==> config.mk <==
export PLATFORM = sky130hd
export DESIGN_NAME = dmem_arbiter
export DESIGN_NICKNAME = d
export VERILOG_FILES = /design/src/rtl/dmem_arbiter.sv
export SDC_FILE = /design/constraint.sdc
export NUM_CORES = 1
export LEC_CHECK = 0
export ABC_AREA = 1
export ABC_CLOCK_PERIOD_IN_PS = 4600
export CAP_MARGIN = 25
export CORE_AREA = 2 2 96 98
export DETAILED_ROUTE_END_ITERATION = 6
export DIE_AREA = 0 0 98 100
export PLACE_DENSITY_LB_ADDON = 0.2
export SLEW_MARGIN = 10
export SYNTH_ARGS = -nofsm -noshare
export SYNTH_HDL_FRONTEND = slang
export SYNTH_SLANG_ARGS = --single-unit
==> constraint.sdc <==
create_clock -name clk -period 4.6 [get_ports clk]
set_clock_uncertainty 0.05 [all_clocks]
set_input_delay 0.92 -clock clk [delete_from_list [all_inputs] [get_ports clk]]
set_output_delay 0.92 -clock clk [all_outputs]
set_load 0.02 [all_outputs]
==> src/rtl/dmem_arbiter.sv <==
// Round-robin arbiter/sequencer for the single-port data memory (port 0 fetch, port 1 load/store).
// Optional grant statistics counters are enabled with `define DMEM_ARB_STATS_EN.
module dmem_arbiter #(
  parameter int width = 32,
  parameter int depth = 32,
  localparam int AW = $clog2(depth)
) (
  input  logic             clk,
  input  logic             rst_n,
  input  logic             req0,
  input  logic             we0,
  input  logic [AW-1:0]    addr0,
  input  logic [width-1:0] wdata0,
  output logic             ack0,
  input  logic             req1,
  input  logic             we1,
  input  logic [AW-1:0]    addr1,
  input  logic [width-1:0] wdata1,
  output logic             ack1,
  output logic [width-1:0] rdata,
  output logic             mem_write,
  output logic [width-1:0] mem_wIn,
  output logic [AW-1:0]    mem_din,
  input  logic [width-1:0] mem_dout,
  output logic             busy,
  output logic             grant_id
`ifdef DMEM_ARB_STATS_EN
  ,
  output logic [15:0]      grant_cnt0,
  output logic [15:0]      grant_cnt1
`endif
);

  typedef enum logic [1:0] {
    IDLE   = 2'd0,
    ACCESS = 2'd1,
    DONE   = 2'd2
  } state_t;

  state_t state;
  state_t next_state;
  logic   grant_valid;
  logic   grant_port;
  logic   mem_write_reg;

  always_ff @(posedge clk) begin
    if (!rst_n) begin
      state <= IDLE;
    end else begin
      state <= next_state;
    end
  end

  // On a tie the port that did not win last time is chosen, so neither side can starve.
  always_comb begin
    next_state  = state;
    grant_valid = 1'b0;
    grant_port  = grant_id;
    case (state)
      IDLE: begin
        if (req0 && req1) begin
          grant_valid = 1'b1;
          grant_port  = ~grant_id;
        end else if (req0) begin
          grant_valid = 1'b1;
          grant_port  = 1'b0;
        end else if (req1) begin
          grant_valid = 1'b1;
          grant_port  = 1'b1;
        end
        if (grant_valid) begin
          next_state = ACCESS;
        end
      end
      ACCESS:  next_state = DONE;
      DONE:    next_state = IDLE;
      default: next_state = IDLE;
    endcase
  end

  always_comb begin
    busy = 1'b0;
    ack0 = 1'b0;
    ack1 = 1'b0;
    case (state)
      ACCESS: busy = 1'b1;
      DONE: begin
        busy = 1'b1;
        ack0 = ~grant_id;
        ack1 = grant_id;
      end
      default: begin
        busy = 1'b0;
      end
    endcase
  end

  // rdata samples the memory on the same edge a write commits, giving read-before-write.
  always_ff @(posedge clk) begin
    if (!rst_n) begin
      grant_id      <= 1'b1;
      mem_din       <= '0;
      mem_wIn       <= '0;
      mem_write_reg <= 1'b0;
      rdata         <= '0;
    end else begin
      if (state == IDLE && grant_valid) begin
        grant_id      <= grant_port;
        mem_din       <= grant_port ? addr1 : addr0;
        mem_wIn       <= grant_port ? wdata1 : wdata0;
        mem_write_reg <= grant_port ? we1 : we0;
      end
      if (state == ACCESS) begin
        rdata         <= mem_dout;
        mem_write_reg <= 1'b0;
      end
    end
  end

  // Masking with rst_n keeps a reset edge from committing a half-finished write.
  assign mem_write = mem_write_reg & rst_n;

`ifdef DMEM_ARB_STATS_EN
  always_ff @(posedge clk) begin
    if (!rst_n) begin
      grant_cnt0 <= '0;
      grant_cnt1 <= '0;
    end else if (state == DONE) begin
      if (!grant_id && grant_cnt0 != 16'hFFFF) begin
        grant_cnt0 <= grant_cnt0 + 16'd1;
      end
      if (grant_id && grant_cnt1 != 16'hFFFF) begin
        grant_cnt1 <= grant_cnt1 + 16'd1;
      end
    end
  end
`endif

endmodule

==> impl_metrics.tcl <==
set metrics [dict create \
    peakVddDrop_mv 0.1778 \
    core-area_um2 8890 \
    gr-total-overflow 0 \
    muxShareOfSynthArea_pct 0 \
    synth_cell_types 16 \
    synthXorXnorAreaFrac_pct 0 \
    r2r-end "mem_wIn[24]" \
    drive_gt1_share_pct 3.976 \
    synth_flop_cell "dfxtp_1" \
    arrival_ns 2.45 \
    yosys.area.top_type "dfxtp_1" \
    cts_root_buf "clkbuf_8" \
    cts.htree.levels 3 \
    vias 3774 \
    fmax_mhz 292.8 \
    setup.worst_path.start "rst_n" \
    cts_tree "done" \
    via_per_inst 4.777 \
    synth-simple-area-share_pct 38.05 \
    synth_area_leaders "dfxtp_1 43%, nand3_1 17%, nor2_1 15%, nand2_1 5.4%, inv_1 5.2%" \
    slew_headroom_pct 49.46 \
    maxCapViolations 0 \
    power.total_mw 2.129 \
    hp-class "register to register" \
    grt_pass1_wl_um 16420 \
    synth_top_family_by_area "simple AND/OR/NAND/NOR gates" \
    gp_congestion 0.7787 \
    final_nets 792 \
    yosys.area_share.adder_pct 1.836 \
    grt_pass1_vias 3535 \
    clkLatencyLatePin_ns 0.34 \
    hpwl_um 7360 \
    crit_slowest_cell "clkdlybuf4s50_1" \
    drt_first_pass_iters 4 \
    yosysMostFrequentCell "nor2_1" \
    max_stage_delay_ns 0.60 \
    fillers 853 \
    syn_inst 508 \
    finalHoldViolCount 0 \
    drtAntennaViolNets 0 \
    cts_buffers 9 \
    period_minus_slack_ns 3.415 \
    ys_async_sr_fraction_pct 0 \
    synth_compound_area_share_pct 5.545 \
    netlist_top_cells_count "139 x nor2_1, 117 x nand3_1, 73 x dfxtp_1" \
    grt_max_degree 77 \
    crit_type "input port to output pin" \
    top_regs "mem_wIn (32), rdata (32), mem_din (5)" \
    synth_area_um2 3407 \
    pwr_density_cell_nw_per_um2 390.5 \
    ys_warn_count 0 \
    syn_nets 625 \
    setup_viol 0 \
    rr_worst_depth 8 \
    syn_area_per_cell_um2 6.707 \
    crit_top_cell "clkdlybuf4s50_1" \
    die_w_um 98 \
    synth_top_area_share_pct 42.89 \
    critPathLaunchType "input port" \
    cp_cell_sequence "clkdlybuf4s50_1, buf_4, nand2_1, inv_1, clkdlybuf4s50_1" \
    cp.required_ns 3.63 \
    outcome "finished clean" \
    routed_wirelength_um 10460 \
    num_rows 35 \
    r2r_slack_ns 2.41 \
    avgRoutedWirePerCell_um 13.24 \
    dieArea_um2 9800 \
    clock-sinks 73 \
    clockBufferDepth 2 \
    endpoint "mem_write" \
    cts_setup_buffers 0 \
    synth_edf_count 0 \
    io_buffers 185 \
    finalCritPeriodShare_pct 74.25 \
    antenna_cells 0 \
    drv_slew 0 \
    leakage_nw 2.521 \
    area_delta_synth_final_pct 60.04 \
    drt_iter0_drc 112 \
    initial_core_util_pct 38.33 \
    r2r_start "state[0]" \
    worstMarginPinSlew_ns 0.7559 \
    cp-end-kind "output pin" \
    fin_setup_tns_ns 0 \
    seq_area_frac_synth_pct 42.89 \
    rsz0062_at_grt "no" \
    die_h_um 100 \
    cts_resized 0 \
    crit_fanout 37 \
    clkTransAtPathRegs_ns 0.07 \
    cts_hold_buf 0 \
    drc 0 \
    synth.ff_latch_count 73 \
    grt_antenna_before_repair 0 \
    ios 186 \
    gr-usage-all-layers_pct 20.57 \
]
## area by class of cell
type,count,area (µm²),area share (%)
multi-input cells,348,1555,28.52
repair buffers,194,1943,35.64
clock inverters,5,32.53,0.5966
clock buffers,10,137.6,2.524
inverters,49,183.9,3.373
flip-flops and latches,73,1461,26.80
well taps,111,138.9,2.547
## worst min-delay path by stage
stage,startpoint,end,slack (ns),cells past startpoint
after global routing,rdata[7],rdata[7],0.45,2
after CTS,rdata[7],rdata[7],0.43,2
after global placement,rdata[7],rdata[7],0.40,2
after floorplan,state[1],state[1],0.47,2
after detailed placement,rdata[7],rdata[7],0.41,2
final,rdata[7],rdata[7],0.43,2
## cells by family (layout without fill, tap and decap cells)
family,after synthesis,in the layout
compound gates,37,37
fa+ha+maj,5,5
buf+inv,87,258
flops,73,73
simple gates,306,306
## critical path: cells and delay by family
| family | cells | cell delay (ns) |
|---|---|---|
| AND/OR/NAND/NOR | 1 | 0.10 |
| buffers and inverters | 4 | 1.43 |
## layout by cell type, fill, tap and decap left out, drive strengths merged
cell type        n
clkdlybuf4s50  185
nor2           139
nand3          117
dfxtp           73
nand2           49
inv             49
o21ai           33
clkbuf          10
buf              9
ha               5
a21oi            4
clkinvlp         3
clkinv           2
nor3             1
## routing by layer
metal | wire length, µm | up-vias | global-route usage (%)
li1 | - | 1937 | -
met1 | 4425 | 1688 | 24.32
met2 | 4994 | 141 | 34.25
met3 | 912 | 8 | 7.869
met4 | 129 | 0 | 7.372
met5 | 0 | - | 0
## power breakdown
part / leakage (nW) / switching (mW) / internal [mW]
clock network: 0.0802 / 0.236 / 0.205
registers: 0.605 / 0.0527 / 0.738
logic: 1.84 / 0.493 / 0.405
## metrics by stage
stage | hold WS [ns] | std cells | utilization (%) | area (µm²) | worst slack, ns
finish | 0.4273 | 790 | 61.34 | 5453 | 1.185
floorplan | 0.4688 | 508 | - | 3407 | 2.129
global placement | 0.4014 | 773 | 58.99 | 5244 | 1.209
detailed placement | 0.4128 | 773 | 58.99 | 5244 | 1.175
CTS | 0.4308 | 788 | 60.90 | 5414 | 1.167
global route | 0.4460 | 790 | 61.34 | 5453 | 1.101
Power figures use the tool's default switching activity.
